<file path="src/rtl/fp_mult_arb_pkg.sv">
// Shared widths and payload types for the FP32 multiplier round-robin arbiter.
package fp_mult_arb_pkg;

    localparam int unsigned FP_W   = 32;
    localparam int unsigned FLAG_W = 3;

    typedef struct packed {
        logic [FP_W-1:0] a;
        logic [FP_W-1:0] b;
    } fp_operands_t;

endpackage

</file>
<file path="src/rtl/arb_tag_fifo.sv">
// Synchronous tag FIFO remembering which lane owns each in-flight multiply.
module arb_tag_fifo #(
    parameter int unsigned WIDTH = 2,
    parameter int unsigned DEPTH = 8
) (
    input  logic                       clk,
    input  logic                       reset,
    input  logic                       push,
    input  logic [WIDTH-1:0]           push_data,
    input  logic                       pop,
    output logic [WIDTH-1:0]           head_data,
    output logic [$clog2(DEPTH):0]     count,
    output logic                       full,
    output logic                       empty
);

    localparam int unsigned PTR_W = $clog2(DEPTH);
    localparam int unsigned CNT_W = PTR_W + 1;

    logic [WIDTH-1:0] mem_q [DEPTH];
    logic [PTR_W-1:0] head_q, head_d;
    logic [PTR_W-1:0] tail_q, tail_d;
    logic [CNT_W-1:0] count_q, count_d;

    // DEPTH is a power of two, so pointers wrap by natural overflow.
    always_comb begin
        head_d  = head_q;
        tail_d  = tail_q;
        count_d = count_q;
        if (push) tail_d = tail_q + 1'b1;
        if (pop)  head_d = head_q + 1'b1;
        if (push && !pop)      count_d = count_q + 1'b1;
        else if (pop && !push) count_d = count_q - 1'b1;
    end

    always_ff @(posedge clk) begin
        if (reset) begin
            head_q  <= '0;
            tail_q  <= '0;
            count_q <= '0;
        end else begin
            head_q  <= head_d;
            tail_q  <= tail_d;
            count_q <= count_d;
        end
    end

    always_ff @(posedge clk) begin
        if (push) mem_q[tail_q] <= push_data;
    end

    assign head_data = mem_q[head_q];
    assign count     = count_q;
    assign full      = (count_q == CNT_W'(DEPTH));
    assign empty     = (count_q == '0);

endmodule

</file>
<file path="src/rtl/fp_mult_rr_arbiter.sv">
// Round-robin sharing of one latency-insensitive FP32 multiplier among NUM_REQ lanes;
// results are steered back to their issuing lane through an in-order tag FIFO.
module fp_mult_rr_arbiter
    import fp_mult_arb_pkg::*;
#(
    parameter int unsigned NUM_REQ      = 4,
    parameter int unsigned MAX_INFLIGHT = 8
) (
    input  logic                          clk,
    input  logic                          reset,
    input  logic [NUM_REQ-1:0]            req_valid,
    output logic [NUM_REQ-1:0]            req_ready,
    input  logic [FP_W*NUM_REQ-1:0]       req_a,
    input  logic [FP_W*NUM_REQ-1:0]       req_b,
    output logic [NUM_REQ-1:0]            rsp_valid,
    input  logic [NUM_REQ-1:0]            rsp_ready,
    output logic [FP_W-1:0]               rsp_result,
    output logic [FLAG_W-1:0]             rsp_flags,
    output logic [FP_W-1:0]               m_a,
    output logic [FP_W-1:0]               m_b,
    output logic                          m_valid,
    input  logic                          m_ready,
    input  logic [FP_W-1:0]               m_result,
    input  logic [FLAG_W-1:0]             m_flags,
    input  logic                          m_rvalid,
    output logic                          m_rready,
    output logic [$clog2(MAX_INFLIGHT):0] inflight,
    output logic                          err_orphan
);

    localparam int unsigned IDX_W = $clog2(NUM_REQ);
    localparam int unsigned CNT_W = $clog2(MAX_INFLIGHT) + 1;

    typedef logic [IDX_W-1:0] lane_idx_t;

    // First valid lane at or after ptr, scanning upward modulo NUM_REQ.
    function automatic lane_idx_t rr_grant(input logic [NUM_REQ-1:0] valid,
                                           input lane_idx_t          ptr);
        int unsigned lane;
        lane_idx_t   lane_i;
        rr_grant = ptr;
        for (int unsigned k = NUM_REQ; k > 0; k--) begin
            lane   = (32'(ptr) + k - 1) % NUM_REQ;
            lane_i = IDX_W'(lane);
            if (valid[lane_i]) rr_grant = lane_i;
        end
    endfunction

    lane_idx_t        rr_ptr_q, rr_ptr_d;
    lane_idx_t        grant;
    lane_idx_t        tag;
    logic             err_orphan_q, err_orphan_d;
    logic             can_issue, issue_fire, rsp_fire;
    logic             fifo_full, fifo_empty;
    logic [CNT_W-1:0] fifo_count;
    fp_operands_t     grant_ops;

    // Issue side: m_valid is independent of m_ready; a same-cycle pop never frees a slot.
    always_comb begin
        grant      = rr_grant(req_valid, rr_ptr_q);
        can_issue  = (|req_valid) && !fifo_full && !reset;
        issue_fire = can_issue && m_ready;
        grant_ops  = '0;
        req_ready  = '0;
        if (can_issue) begin
            grant_ops.a = req_a[32'(grant)*FP_W +: FP_W];
            grant_ops.b = req_b[32'(grant)*FP_W +: FP_W];
        end
        if (issue_fire) req_ready[grant] = 1'b1;
        rr_ptr_d = rr_ptr_q;
        if (issue_fire) rr_ptr_d = (grant == IDX_W'(NUM_REQ - 1)) ? '0 : grant + 1'b1;
    end

    // Response side: the head tag selects which lane sees the result.
    always_comb begin
        rsp_valid = '0;
        m_rready  = !fifo_empty && rsp_ready[tag] && !reset;
        if (m_rvalid && !fifo_empty && !reset) rsp_valid[tag] = 1'b1;
        rsp_fire     = m_rvalid && m_rready;
        err_orphan_d = err_orphan_q || (m_rvalid && fifo_empty);
    end

    always_ff @(posedge clk) begin
        if (reset) begin
            rr_ptr_q     <= '0;
            err_orphan_q <= 1'b0;
        end else begin
            rr_ptr_q     <= rr_ptr_d;
            err_orphan_q <= err_orphan_d;
        end
    end

    arb_tag_fifo #(
        .WIDTH (IDX_W),
        .DEPTH (MAX_INFLIGHT)
    ) u_tag_fifo (
        .clk       (clk),
        .reset     (reset),
        .push      (issue_fire),
        .push_data (grant),
        .pop       (rsp_fire),
        .head_data (tag),
        .count     (fifo_count),
        .full      (fifo_full),
        .empty     (fifo_empty)
    );

    assign m_valid    = can_issue;
    assign m_a        = grant_ops.a;
    assign m_b        = grant_ops.b;
    assign rsp_result = m_result;
    assign rsp_flags  = m_flags;
    assign inflight   = fifo_count;
    assign err_orphan = err_orphan_q;

endmodule

</file>
<file path="config.mk">
export PLATFORM = sky130hd
export DESIGN_NAME = fp_mult_rr_arbiter
export DESIGN_NICKNAME = d
export VERILOG_FILES = /design/src/rtl/fp_mult_arb_pkg.sv /design/src/rtl/arb_tag_fifo.sv /design/src/rtl/fp_mult_rr_arbiter.sv
export SDC_FILE = /design/constraint.sdc
export NUM_CORES = 1
export LEC_CHECK = 0
export CAP_MARGIN = 5
export CORE_AREA = 3 3 159 161
export DETAILED_ROUTE_END_ITERATION = 10
export DIE_AREA = 0 0 162 164
export SYNTH_ARGS = -nofsm -noshare
export SYNTH_HDL_FRONTEND = slang
export SYNTH_SLANG_ARGS = --single-unit
</file>
<file path="constraint.sdc">
create_clock -name clk -period 5.2 [get_ports clk]
set_input_delay 1.04 -clock clk [delete_from_list [all_inputs] [get_ports clk]]
set_output_delay 1.04 -clock clk [all_outputs]
set_load 0.02 [all_outputs]
</file>
== After elaboration in Yosys (flattened, before gate mapping) ==
Memories as Yosys holds them, arrays and structs flattened. A register that Yosys moved wholly into a read port is not among the register bits.
Index checks and enable logic that the tools add are counted.

* Memories: 1
* Bits in registers: 13
* Bits in writable memories: 16
* Word-level logic and storage cells: 81
* Output and inout bits: 114
* Input bits: 303

* Equality and inequality tests: 2
* Add/subtract/negate cells: 13
* Reduce and logical (&&, ||, !) cells: 22
* $lt $le $gt $ge: 8
* Shifts and indexed selects: 2
* Mux-type cells: 28

{| class="wikitable"
|+ Memories
! memory !! words !! width !! rd ports !! clocked after memory_dff !! wr ports !! RTL line !! RTL
|-
| u_tag_fifo.mem_q || 8 || 2 || 1 || 1 || 1 || arb_tag_fifo.sv:20 || <nowiki>logic [WIDTH-1:0] mem_q [DEPTH];</nowiki>
|}

{| class="wikitable"
|+ Operators with widths
! kind !! count
|-
| indexed part select 128 x 8 -> 32 bit || 2
|-
| 2-to-1 mux 64 bit || 1
|-
| < comparator 2 x 3 -> 1 bit, second input constant || 6
|-
| 2-to-1 mux 4 bit || 4
|-
| logical AND 1 bit || 13
|-
| binary-select mux 1 bit (select 2 bit) || 5
|-
| 2-to-1 mux 2 bit || 5
|-
| 2-to-1 mux 1 bit || 9
|-
| subtractor 2 x 1 -> 2 bit, second input constant || 4
|-
| adder 2 x 1 -> 2 bit, second input constant || 3
|-
| adder 3 x 1 -> 3 bit, second input constant || 2
|-
| 2-to-1 mux 3 bit || 2
|-
| logical NOT 1 bit || 5
|-
| adder 2 bit, second input constant || 2
|-
| adder 4 x 1 -> 4 bit, second input constant || 1
|-
| demux 1 bit (select 2 bit) || 2
|-
| == test 4 bit, second input constant || 1
|-
| greater-or-equal comparator 2 x 1 -> 1 bit, second input constant || 2
|-
| logical NOT 4 bit || 1
|-
| OR reduction 4 bit || 1
|-
| subtractor 4 x 1 -> 4 bit, second input constant || 1
|-
| == test 2 bit, second input constant || 1
|-
| nonzero test 2 bit || 1
|-
| logical OR 1 bit || 1
|}

== Depth between registers and ports, before layout ==
* Word-level depth: 13
* Mapped depth: 14
* Depth with buffers taken out: 13

== Hierarchy ==
A second synthesis with hierarchy kept.

* Cells, all modules: 396
* Area total of the unflattened synthesis: 3,936.3 µm²

{| class="wikitable"
|+ Modules (own cells, without submodules)
! module !! cells an instance !! seq. area each (µm²) !! area each (µm²) !! instances
|-
| fp_mult_rr_arbiter || 305 || 60.1 || 2,712.6 || 1
|-
| arb_tag_fifo || 91 || 740.7 || 1,223.7 || 1
|}

== Worst setup path after synthesis ==
No wires, ideal clock.

* Kind: input-to-output
* From: input port req_valid[0]
* To: output port m_a[24]
* Stages on the path: 6
* Arrival time: 2,571 ps
* Buffers on the path: 1
* Setup slack: 1,589 ps
* Data required time: 4,160 ps
* Path through: nor2b_1 o21ai_0 o221a_2 clkbuf_1 mux4_2 and2_1

* Longest elaborated chain between the ends: 8
* Elaborated cells between the ends (all ways): 17
* Those cells by class: 1 x shift; 13 x mux; 3 x reduce/logical

{| class="wikitable"
|+ RTL lines
! what !! RTL line !! RTL
|-
| start, declared || fp_mult_rr_arbiter.sv:11 || <nowiki>input logic [NUM_REQ-1:0] req_valid,</nowiki>
|-
| binary-select mux 1 bit (select 2 bit) || fp_mult_rr_arbiter.sv:45 || <nowiki>if (valid[lane_i]) rr_grant = lane_i;</nowiki>
|-
| 2-to-1 mux 1 bit (implied by the code) || fp_mult_rr_arbiter.sv:45 ||
|-
| 2-to-1 mux 2 bit (3 in a row) || fp_mult_rr_arbiter.sv:45 ||
|-
| 2-to-1 mux 2 bit (*) || fp_mult_rr_arbiter.sv:45 ||
|-
| via grant[0] || fp_mult_rr_arbiter.sv:50 || <nowiki>lane_idx_t grant;</nowiki>
|-
| indexed part select 128 x 8 -> 32 bit (*) || fp_mult_rr_arbiter.sv:66 || <nowiki>grant_ops.a = req_a[32'(grant)*FP_W +: FP_W];</nowiki>
|-
| 2-to-1 mux 64 bit (*) || fp_mult_rr_arbiter.sv:65 || <nowiki>if (can_issue) begin</nowiki>
|-
| end, declared || fp_mult_rr_arbiter.sv:19 || <nowiki>output logic [FP_W-1:0] m_a,</nowiki>
|}

The timed path passes the listed nets; every way through them passes the cells marked *. The select of a mux whose other input is x is not followed.

== Worst setup path after layout ==
* From: input port req_valid[2]
* To: output port m_b[3]

* Longest elaborated chain between the ends: 8
* Elaborated cells between the ends (all ways): 17
* Those cells by class: 1 x shift; 13 x mux; 3 x reduce/logical

{| class="wikitable"
|+ RTL lines
! what !! RTL line !! RTL
|-
| binary-select mux 1 bit (select 2 bit) || fp_mult_rr_arbiter.sv:45 ||
|-
| 2-to-1 mux 1 bit (implied by the code) || fp_mult_rr_arbiter.sv:45 ||
|-
| 2-to-1 mux 2 bit (4 in a row) || fp_mult_rr_arbiter.sv:45 ||
|-
| indexed part select 128 x 8 -> 32 bit || fp_mult_rr_arbiter.sv:67 || <nowiki>grant_ops.b = req_b[32'(grant)*FP_W +: FP_W];</nowiki>
|-
| 2-to-1 mux 64 bit (*) || fp_mult_rr_arbiter.sv:65 ||
|-
| end, declared || fp_mult_rr_arbiter.sv:20 || <nowiki>output logic [FP_W-1:0] m_b,</nowiki>
|}

Mark *: on every way between the ends. The rest lies on a longest branch, timed or not. The select of a mux whose other input is x is not followed.

==> results.py <==
metrics = {
    "sta": {
        "fin_skew_ns": 0.00486,
        "finalSetupTns_ns": 0,
        "setup_viol": 0,
        "report.final.slew_viol_count": 0,
        "worst_pin_slew_ns": 0.642,
        "rsz0062_at_grt": "no",
        "fin_crit_sh_pct": 91.0,
        "layout_setup_ws_ns": 0.467,
        "fin_crit_ns": 4.73,
        "hold_slack_ns": 0.472,
        "fmax_ghz": 0.211,
        "slew_headroom_pct": 56.8,
        "hold_viol_final": 0,
    },
    "cells_and_area": {
        "fillers": 2509,
        "multi_input_area_um2": 2670,
        "regArea_um2": 801,
        "fin_util_pct": 31.7,
        "nets": 945,
        "syn_to_final_growth_pct": 97.6,
        "drive_gt1_share_pct": 14.8,
        "layout.cells.non_filler": 960,
        "layout_common_cells": "346 x clkdlybuf4s50_1, 67 x mux4_2, 64 x and2_1",
        "layout_commonest_cell": "clkdlybuf4s50_1",
        "design_area_um2": 7640,
    },
    "floorplan": {
        "row_count": 57,
        "die_h_um": 164,
        "fp.dieW_um": 162,
        "fp.dieArea_um2": 26600,
        "coreArea_um2": 24100,
        "initial_utilization_pct": 16.0,
        "ioPinCount": 417,
    },
    "worst_hold_path": {
        "hp-start": "u_tag_fifo.head_q[2]",
        "worstHoldPathType": "register to register",
        "holdPathStages": 1,
    },
    "clock_network": {
        "post_cts_buffers": 0,
        "cts_tree": "done",
        "clk_pin_slew_ns": 0.05,
        "clockRootBuffer": "clkbuf_16",
        "cts_num_sinks": 32,
        "clockBufferDepth": 2,
        "cts_hold_repair.buffers": 0,
        "htreeDepth": 2,
        "numCtsBuffers": 5,
        "clock_latency_ns": 0.27,
        "cts_resized": 0,
    },
    "worst_setup_path": {
        "crit_required_ns": 4.16,
        "end_kind": "primary output",
        "r2r_cells": 13,
        "start_kind": "primary input",
        "crit_arrival_ns": 3.69,
        "critPathKind": "primary input to primary output",
        "timing.rr.end": "u_tag_fifo.count[3]",
        "rrSetupSlack_ns": 1.94,
        "crit_fanout": 33,
    },
    "synth": {
        "ys_types": 40,
        "ys_ff_latch": 32,
        "syn_inst": 330,
        "synth_seq_area_share_pct": 20.7,
        "synth_area_leaders": "mux4_2 39%, edfxtp_1 12%, and2_1 10%",
        "synth_flop_cell": "edfxtp_1",
        "synth_top_area_share_pct": 39.0,
        "yosysWarnings": 0,
        "synthesis.area_um2": 3870,
        "synth.avg_cell_area_um2": 11.7,
        "syn_nets": 643,
        "yosys.area.top_type": "mux4_2",
        "synth_edf_count": 16,
        "ys_async_sr_fraction_pct": 0,
    },
    "routing": {
        "via_per_inst": 4.16,
        "ant_nets": 0,
        "drt-initial-drc-count": 147,
        "drt_wl_total_um": 18800,
        "drc": 0,
        "dr_total_vias": 3992,
        "wire_per_inst_um": 19.6,
        "dr.pass1.iters": 4,
    },
    "placement": {
        "place_congestion": 0.839,
        "placed_cells": 949,
        "port-buffer-count": 346,
        "place_hpwl_um": 16300,
        "dpl_worst_slack_ns": 0.437,
        "dpl-instance-area_um2": 7470,
    },
    "grt": {
        "antenna_found_initial": 4,
        "grt_max_degree": 37,
        "grt_usage_pct": 13.6,
        "grt_pass1_wl_um": 27300,
        "first_global_vias": 4293,
        "gr-total-overflow": 0,
    },
    "power": {
        "irDropWorstVdd_mv": 0.106,
        "total_leakage_power_nw": 2.61,
        "p_total_mw": 1.65,
        "power_density_nw_per_um2": 216,
    },
    "run": {
        "cap_violations": 0,
    },
    "outcome": {
        "outcome": "complete, no violations",
    },
}
[worst max path at each step]
| stage | start | slack [ns] | to | depth (start not counted) |
|---|---|---|---|---|
| after global placement | req_valid[2] | 0.46 | m_b[3] | 8 |
| after detailed placement | req_valid[2] | 0.44 | m_b[3] | 8 |
| after CTS | req_valid[2] | 0.42 | m_b[3] | 8 |
| final | req_valid[2] | 0.47 | m_b[3] | 8 |
| after global routing | req_valid[2] | 0.29 | m_b[2] | 8 |
| after floorplan | req_valid[0] | 1.59 | m_a[24] | 6 |
[area by class of cell]
| type | instances | area share [%] |
|---|---|---|
| Timing Repair Buffer | 354 | 46.8 |
| Multi-Input combinational cell | 232 | 34.9 |
| Sequential cell | 32 | 10.5 |
| Tap cell | 324 | 5.30 |
| Clock buffer | 6 | 1.69 |
| Clock inverter | 2 | 0.458 |
| Inverter | 7 | 0.344 |
| Antenna cell | 3 | 0.0982 |
[synth_stat cells (3+ instances only)]
cell type / n
mux4_2: 67
and2_1: 64
buf_4: 36
nor2_1: 18
dfxtp_1: 16
edfxtp_1: 16
nand2_1: 13
clkbuf_1: 12
a21oi_1: 9
ha_1: 9
mux2i_1: 7
buf_2: 6
buf_6: 5
inv_1: 5
and3_1: 4
nand2b_1: 4
nor3_1: 4
nor3b_1: 3
o21ai_0: 3
xnor2_1: 3
[state kept, by name (all words and copies together), names as in the netlist, named ones only]
register / cells
u_tag_fifo.mem_q: 16
u_tag_fifo.head_q: 3
rr_ptr_q: 2
u_tag_fifo.tail_q: 3
u_tag_fifo.count: 4
err_orphan: 1
[cells by family after synthesis]
logic type / synth area share, %
xor gates and xnor gates: 1.55
adders and majority gates: 3.43
buffers and inverters: 11.1
DFF: 20.7
AOI/OAI and AO/OA: 3.49
muxes: 42.4
and+or+nand+nor: 17.3
[per-layer routing]
layer  global-route usage, %  vias up  share of wire, %
met4                    3.33        2               1.8
met5                       0        -             0.069
met2                    23.5      197                53
met1                    16.3     1956                38
li1                        -     1816                 -
met3                    4.46       21               7.6
[critical path, stage by stage]
cell and delay [ns]:
clkdlybuf4s50_1 0.52, nor2b_1 0.18, o21ai_0 0.15, nand2_4 0.19, buf_12 0.24, mux4_2 0.57, and2_1 0.18, clkdlybuf4s50_1 0.56
[where the power goes]
part           internal [mW]  switching [mW]  leakage [nW]
combinational          0.597           0.420          2.25
sequential             0.287          0.0256         0.277
clock                  0.225          0.0975        0.0809
total                   1.11           0.543          2.61
Power figures use the tool's default switching activity.
